File: src/rtl/gray_pkg.sv
`default_nettype none
// +----------------------------------------------------------------------+
// | Module      : gray_pkg                                               |
// | Description : Shared Gray-code conversion helpers and the chunk      |
// |               size used to split the gray-to-binary XOR chain.       |
// | Revision    : 1.0 - initial release                                  |
// +----------------------------------------------------------------------+
package gray_pkg;

  localparam int C_MAX_WIDTH = 32;

  // Bits of the gray-to-binary chain resolved by one pipeline stage.
  function automatic int chunk_f(input int width, input int stages);
    return (width + stages - 1) / stages;
  endfunction

  // Resolve bits hi..lo of a partially converted word. Bits above hi must
  // already be binary; bits above the word width must be zero.
  function automatic logic [C_MAX_WIDTH-1:0] gray2bin_range_f(
    input logic [C_MAX_WIDTH-1:0] d,
    input int                     hi,
    input int                     lo
  );
    logic [C_MAX_WIDTH-1:0] r;
    r = d;
    for (int i = C_MAX_WIDTH - 2; i >= 0; i--) begin
      if (i <= hi && i >= lo) begin
        r[i] = r[i+1] ^ r[i];
      end
    end
    return r;
  endfunction

  // Full gray-to-binary conversion of a zero-extended word.
  function automatic logic [C_MAX_WIDTH-1:0] gray2bin_f(input logic [C_MAX_WIDTH-1:0] g);
    return gray2bin_range_f(g, C_MAX_WIDTH - 1, 0);
  endfunction

  // Binary-to-gray conversion.
  function automatic logic [C_MAX_WIDTH-1:0] bin2gray_f(input logic [C_MAX_WIDTH-1:0] b);
    return b ^ (b >> 1);
  endfunction

endpackage
`default_nettype wire

File: src/rtl/gray_conv_stage.sv
`default_nettype none
// +----------------------------------------------------------------------+
// | Module      : gray_conv_stage                                        |
// | Description : One pipeline step. Resolves its MSB-first chunk of the |
// |               gray-to-binary chain, or (stage 0 only) finishes a     |
// |               binary-to-gray word; later stages pass b2g unchanged.  |
// | Revision    : 1.0 - initial release                                  |
// +----------------------------------------------------------------------+
module gray_conv_stage
  import gray_pkg::*;
#(
  parameter int WIDTH  = 5,
  parameter int STAGES = 2,
  parameter int IDX    = 0
) (
  input  logic             clk,
  input  logic             rst_n,
  input  logic             load,
  input  logic             prev_valid,
  input  logic             prev_mode,
  input  logic [WIDTH-1:0] prev_data,
  output logic             valid,
  output logic             mode,
  output logic [WIDTH-1:0] data
);

  localparam int C_CHUNK = chunk_f(WIDTH, STAGES);
  localparam int C_HI    = WIDTH - 1 - IDX * C_CHUNK;
  localparam int C_LO    = C_HI - C_CHUNK + 1;

  logic [WIDTH-1:0] w_next;

  // Conversion work done by this stage on the incoming word.
  always_comb begin
    w_next = prev_data;
    if (prev_mode) begin
      if (IDX == 0) begin
        w_next = WIDTH'(bin2gray_f(32'(prev_data)));
      end
    end else begin
      // Bit C_HI+1 was resolved upstream (or is the zero extension).
      w_next = WIDTH'(gray2bin_range_f(32'(prev_data), C_HI, C_LO));
    end
  end

  // Stage register: valid, mode and data move together when loaded.
  always_ff @(posedge clk) begin
    if (!rst_n) begin
      valid <= 1'b0;
      mode  <= 1'b0;
      data  <= '0;
    end else if (load) begin
      valid <= prev_valid;
      mode  <= prev_mode;
      data  <= w_next;
    end
  end

endmodule
`default_nettype wire

File: src/rtl/gray_conv_pipe.sv
`default_nettype none
// +----------------------------------------------------------------------+
// | Module      : gray_conv_pipe                                         |
// | Description : Valid/ready pipelined Gray<->binary converter with a   |
// |               per-word mode bit and an output handshake counter.    |
// | Revision    : 1.0 - initial release                                  |
// +----------------------------------------------------------------------+
module gray_conv_pipe #(
  parameter int WIDTH  = 5,
  parameter int STAGES = 2
) (
  input  logic             clk,
  input  logic             rst_n,
  input  logic             in_valid,
  output logic             in_ready,
  input  logic             in_mode,
  input  logic [WIDTH-1:0] in_data,
  output logic             out_valid,
  input  logic             out_ready,
  output logic             out_mode,
  output logic [WIDTH-1:0] out_data,
  output logic [15:0]      out_cnt
);

  // Index 0 is the pipe input; index s+1 is the register of stage s.
  logic [STAGES:0]  w_vld;
  logic [STAGES:0]  w_md;
  logic [WIDTH-1:0] w_dat [STAGES+1];
  logic [STAGES-1:0] w_load;

  assign w_vld[0] = in_valid;
  assign w_md[0]  = in_mode;
  assign w_dat[0] = in_data;

  // Backward load chain: a stage loads when empty or when its successor loads.
  always_comb begin
    w_load = '0;
    w_load[STAGES-1] = !w_vld[STAGES] || out_ready;
    for (int s = STAGES - 2; s >= 0; s--) begin
      w_load[s] = !w_vld[s+1] || w_load[s+1];
    end
  end

  assign in_ready  = w_load[0];
  assign out_valid = w_vld[STAGES];
  assign out_mode  = w_md[STAGES];
  assign out_data  = w_dat[STAGES];

  for (genvar s = 0; s < STAGES; s++) begin : g_stage
    gray_conv_stage #(
      .WIDTH  (WIDTH),
      .STAGES (STAGES),
      .IDX    (s)
    ) u_stage (
      .clk        (clk),
      .rst_n      (rst_n),
      .load       (w_load[s]),
      .prev_valid (w_vld[s]),
      .prev_mode  (w_md[s]),
      .prev_data  (w_dat[s]),
      .valid      (w_vld[s+1]),
      .mode       (w_md[s+1]),
      .data       (w_dat[s+1])
    );
  end

  // Completed output handshakes, wrapping at 16 bits.
  always_ff @(posedge clk) begin
    if (!rst_n) begin
      out_cnt <= '0;
    end else if (out_valid && out_ready) begin
      out_cnt <= out_cnt + 16'd1;
    end
  end

endmodule
`default_nettype wire

File: config.mk
export PLATFORM = sky130hd
export DESIGN_NAME = gray_conv_pipe
export DESIGN_NICKNAME = d
export VERILOG_FILES = /design/src/rtl/gray_pkg.sv /design/src/rtl/gray_conv_stage.sv /design/src/rtl/gray_conv_pipe.sv
export SDC_FILE = /design/constraint.sdc
export NUM_CORES = 1
export LEC_CHECK = 0
export BUFFER_PORTS_ARGS = -buffer_cell sky130_fd_sc_hd__buf_4
export CELL_PAD_IN_SITES_DETAIL_PLACEMENT = 0
export CELL_PAD_IN_SITES_GLOBAL_PLACEMENT = 1
export CORE_MARGIN = 10
export CORE_UTILIZATION = 40
export CTS_BUF_LIST = sky130_fd_sc_hd__clkbuf_4
export DETAILED_ROUTE_END_ITERATION = 10
export MAX_ROUTING_LAYER = met4
export PLACE_DENSITY_LB_ADDON = 0.15
export REMOVE_ABC_BUFFERS = 1
export SYNTH_ARGS = -nofsm -noshare
export SYNTH_HDL_FRONTEND = slang
export SYNTH_SLANG_ARGS = --single-unit
File: constraint.sdc
create_clock -name clk -period 1.6 [get_ports clk]
set_clock_uncertainty 0.1 [all_clocks]
set_input_delay 0.08 -clock clk [delete_from_list [all_inputs] [get_ports clk]]
set_output_delay 0.08 -clock clk [all_outputs]
set_load 0.05 [all_outputs]
Word-level counts from Yosys, hierarchy flattened
Cells that the tools add are included.
Widths: inputs -> output; s select.
{"block": "word_totals", "reg_bits": 30, "in_bits": 10, "out_inout_bits": 24, "wordCells": 23}
{"block": "classes", "n_addsub": 1, "mux": 5, "bitwise_logic": 5, "n_reduce_logical": 5}
{"operator": "$add 16x1->16 const B", "n": 1}
{"operator": "$mux 5", "n": 1}
{"operator": "$xor 5x4->5", "n": 1}
{"operator": "$xor 1x1->1", "n": 4}
{"operator": "$mux 1", "n": 3}
{"operator": "$logic_not 1->1", "n": 2}
{"operator": "$logic_or 1x1->1", "n": 2}
{"operator": "$mux 2", "n": 1}
{"operator": "$logic_and 1x1->1", "n": 1}

Longest topological paths before layout
{"block": "logic_depth", "ltp_word": 5, "depth_mapped": 5, "mapped_depth_nobuf": 5}

Modules after synthesis
A second synthesis with hierarchy kept.
{"block": "hier_totals", "hier_cells": 144, "area_unflattened_um2": 1340.0}
{"mod": "gray_conv_pipe", "instances": 1, "cells_per_inst": 85, "area_per_inst_um2": 740.7, "seq_area_each_um2": 320.3}
{"mod": "gray_conv_stage at g_stage[0].u_stage", "instances": 1, "cells_per_inst": 32, "area_per_inst_um2": 316.6, "seq_area_each_um2": 140.1}
{"mod": "gray_conv_stage at g_stage[1].u_stage", "instances": 1, "cells_per_inst": 27, "area_per_inst_um2": 282.8, "seq_area_each_um2": 140.1}

Worst setup path before layout
Ideal clock, no wire load.
{"block": "synth_path", "path_type": "flip-flop to flip-flop", "from": "register out_cnt[0]", "to": "register out_cnt[8]", "setup_time_ns": 0.128, "arrival_ns": 1.537, "required_ns": 1.372, "setup_slack_ns": -0.165, "path_stages_with_launch": 6, "n_path_buf": 0, "synth_period_minus_slack_ns": 1.765, "path_cell_list": "dfxtp_1 -> ha_1 -> nand2_1 -> nor4_1 -> xnor2_1 -> nor2_1"}
{"block": "synth_via", "elab_chain_cells": 1}
{"item": "start: declaration", "line": "gray_conv_pipe.sv:22", "rtl": "output logic [15:0] out_cnt"}
{"item": "start signal: assignment", "line": "gray_conv_pipe.sv:72", "rtl": "out_cnt <= out_cnt + 16'd1;"}
{"item": "$add 16x1->16", "line": "gray_conv_pipe.sv:72"}
Every way passes these cells.
A chain may end at the register's enable or synchronous reset.

Final worst setup path
{"block": "layout_path", "from": "register g_stage[1].u_stage.valid", "to": "output in_ready"}
{"block": "layout_via", "elab_chain_cells": 3}
{"item": "start: declaration", "line": "gray_conv_stage.sv:22", "rtl": "output logic valid,"}
{"item": "start signal: assignment", "line": "gray_conv_stage.sv:53", "rtl": "valid <= prev_valid;"}
{"item": "$logic_not 1->1", "line": "gray_conv_pipe.sv:38", "rtl": "w_load[STAGES-1] = !w_vld[STAGES] || out_ready;"}
{"item": "$logic_or 1x1->1", "line": "gray_conv_pipe.sv:38"}
{"item": "$logic_or 1x1->1", "line": "gray_conv_pipe.sv:40", "rtl": "w_load[s] = !w_vld[s+1] || w_load[s+1];"}
{"item": "end: declaration", "line": "gray_conv_pipe.sv:15", "rtl": "output logic in_ready,"}
Every way passes these cells.

==> run summary <==
post-place setup slack -> 0.1085 ns
slew margin rel. -> 0.7952
GP Congestion -> 0.7649
vias per cell -> 4.805
CP max FO -> 10
wire per inst -> 12.35 microns
Final Cycle Share -> 0.9255
Cell Chain, Critical Path -> and2b_4, nand2_4, buf_4
GRT Util Overall -> 0.1116
first-pass GRT wire length -> 5.388 mm
Pwr Total -> 1.436 mW
final worst slack -> 0.1192 ns
Gate Count Post-Synth -> 157
gr ovfl total -> 0
Synth area leader -> dfxtp_1
die area -> 0.006069 sq mm
Seq/Total Area, Yosys -> 0.4478
CP Capture Type -> output port
crit path launch type -> flop
fin area -> 0.001809 sq mm
fin crit period -> 1.481 ns
area grow syn2layout -> 34.89%
CTS clock-pin slew for the worst setup and hold paths -> 0.09 ns
actual slew at the worst max-slew pin -> 0.3044 ns
fraction of layout cells with a size suffix above 1 -> 0.2802
Arr. time, crit path -> 1.30 ns
status -> finished, final reports clean
Crit path required time -> 1.42 ns
delay of the slowest critical-path stage -> 0.40 ns
final wirelength -> 3.101 mm
Post-synth EDFFs -> 0
Final Hold Vio Count -> 0
Netlist cell types -> 34
DRT antenna net count -> 0
pwr dens -> 793.8 mW/mm^2
Crit-path slowest cell -> dfxtp_2
unrepaired setup endpoints after global routing -> false
H-Tree Depth -> 2
core box area -> 0.003128 sq mm
fmax -> 0.6753 GHz
via count -> 1206
largest net degree at the start of global routing -> 18
die height -> 77.91 microns
max-cap violation count -> 0
vias in the first global route -> 1178
Mean Syn Cell Area -> 8.543 sq um
Max Root-Sink Buffers -> 2
clk_lat worst skew -> 0.32 ns
worst setup path class -> reg2out
# rows -> 20
initial antenna violation count -> 0
IO Count -> 34
Synth Cell Area -> 0.001341 sq mm
# clock sinks -> 30
final net count -> 217
Top FF cell, synth -> dfxtp_1
Max VDD drop -> 532.6 uV
Async S/R FF share, synth -> 0
Synth Register Bits -> 30
PortBufs -> 33
DR iter-0 viols -> 76
Num CTS Buffers -> 5
Slew Viols, Final -> 0
largest cells by area after synthesis -> dfxtp_1, xnor2_1, nand2_1
die width -> 77.91 microns
area share of the leading cell type in the synthesized netlist -> 0.4478
Starting Density -> 0.4288
Hold Path Class -> in2reg
Yosys warning count -> 0
router iterations before antenna repair -> 4
leak pwr -> 0.7634 nW
CTS tree -> yes
Area after DPL -> 0.001659 sq mm
DRC Markers -> 0
Setup violations, final -> 0
Root Buffer -> clkbuf_4
# diodes -> 0
hpwl dp -> 2.315 mm
[metrics by stage]
stage	utilization	instances	TNS [ns]	hold WS (ns)
after floorplan	-	153	-1.049	0.09743
after global placement	0.5304	235	0	0.1874
after detailed placement	0.5304	235	0	0.1946
after CTS	0.5736	251	0	0.05185
after global routing	0.5784	251	0	0.09020
final	0.5784	251	0	0.06028
[cells in the final DEF, fill, tap and decap left out, drive strengths merged]
cell type	n
clkinv	3
a211oi	4
or2b	1
nor4	3
nand3	8
xor2	4
nor3	5
a21oi	12
xnor2	12
nor2b	2
mux2i	3
dfxtp	30
nand4	4
a31o	1
nand2	27
buf	38
clkbuf	6
and2b	1
o21ai	3
inv	4
nor2	19
nand2b	2
or3	3
dlygate4sd3	8
a311oi	1
ha	1
and2	1
and3	1
[final cells by class]
type,count,area [sq um]
fillers,320,1319
clock inverters,2,8.758
clock buffers,6,45.04
flip-flops and latches,30,603.1
well taps,44,55.05
multi-input cells,118,713.2
inverters,5,18.77
repair buffers,46,365.4
[cell usage after synthesis (2+ instances only)]
| cell type | number |
|---|---|
| or3_1 | 2 |
| nand4_1 | 3 |
| clkbuf_1 | 3 |
| nor3_1 | 3 |
| a211oi_1 | 4 |
| nor2b_1 | 2 |
| a21oi_1 | 12 |
| nand2b_1 | 2 |
| o21ai_0 | 3 |
| nor3_2 | 2 |
| nor4_1 | 2 |
| xor2_1 | 4 |
| nand2_1 | 25 |
| xnor2_1 | 12 |
| dfxtp_1 | 30 |
| inv_1 | 4 |
| nand3_1 | 7 |
| mux2i_1 | 3 |
| nor2_1 | 19 |
[worst max-delay path: cells and delay by family, from the launching register on]
kind / cells / cell delay (ns)
AND/OR/NAND/NOR: 2 / 0.36
buffers and inverters: 1 / 0.22
flip-flops: 1 / 0.40
[registers in the layout (all words and copies together), names as in the netlist]
name	count
g_stage.u_stage.data	10
g_stage.u_stage.valid	2
out_cnt	16
g_stage.u_stage.mode	2
[path summary, 6_finish.rpt]
| kind | startpoint | endpoint | slack (ns) | cells after the start |
|---|---|---|---|---|
| max | g_stage[1].u_stage.valid | in_ready | 0.12 | 3 |
| min | in_data[2] | g_stage[0].u_stage.data[1] | 0.06 | 4 |
| max reg2reg | out_cnt[8] | out_cnt[14] | 0.13 | 4 |
| min reg2reg | g_stage[1].u_stage.data[4] | g_stage[1].u_stage.data[4] | 0.36 | 2 |
[where the power goes]
part           internal [mW]  switching [mW]  leakage (nW)
Combinational         0.0874           0.115         0.485
Sequential             0.775          0.0233         0.246
Clock                  0.182           0.254        0.0331
Total                   1.04           0.392         0.763
[logic make-up after synthesis]
| kind of cell | synth area share |
|---|---|
| multiplexers | 0.02239 |
| AND/OR/NAND/NOR | 0.2938 |
| buffers and inverters | 0.03078 |
| AO/OA/AOI/OAI | 0.09142 |
| flip-flops | 0.4478 |
| XOR/XNOR | 0.1045 |
| adder cells (fa/ha/maj) | 0.009327 |
[layer usage]
| layer | global-route usage | part of all wire | wire length (microns) |
|---|---|---|---|
| met5 | - | 0 | 0 |
| met1 | 0.1148 | 0.43 | 1338 |
| met3 | 0.04493 | 0.050 | 154 |
| met2 | 0.1874 | 0.51 | 1589 |
| met4 | 0.04301 | 0.0061 | 19 |
[what timing repair did]
item                                    CTS  global route
endpoints found under the setup margin    1             2
endpoints found under the hold margin    10             0
gates resized for setup                   1             4
hold buffers                              8             0
cloned                                    0             0
setup buffers                             0             0
(Power assumes the default switching activity.)
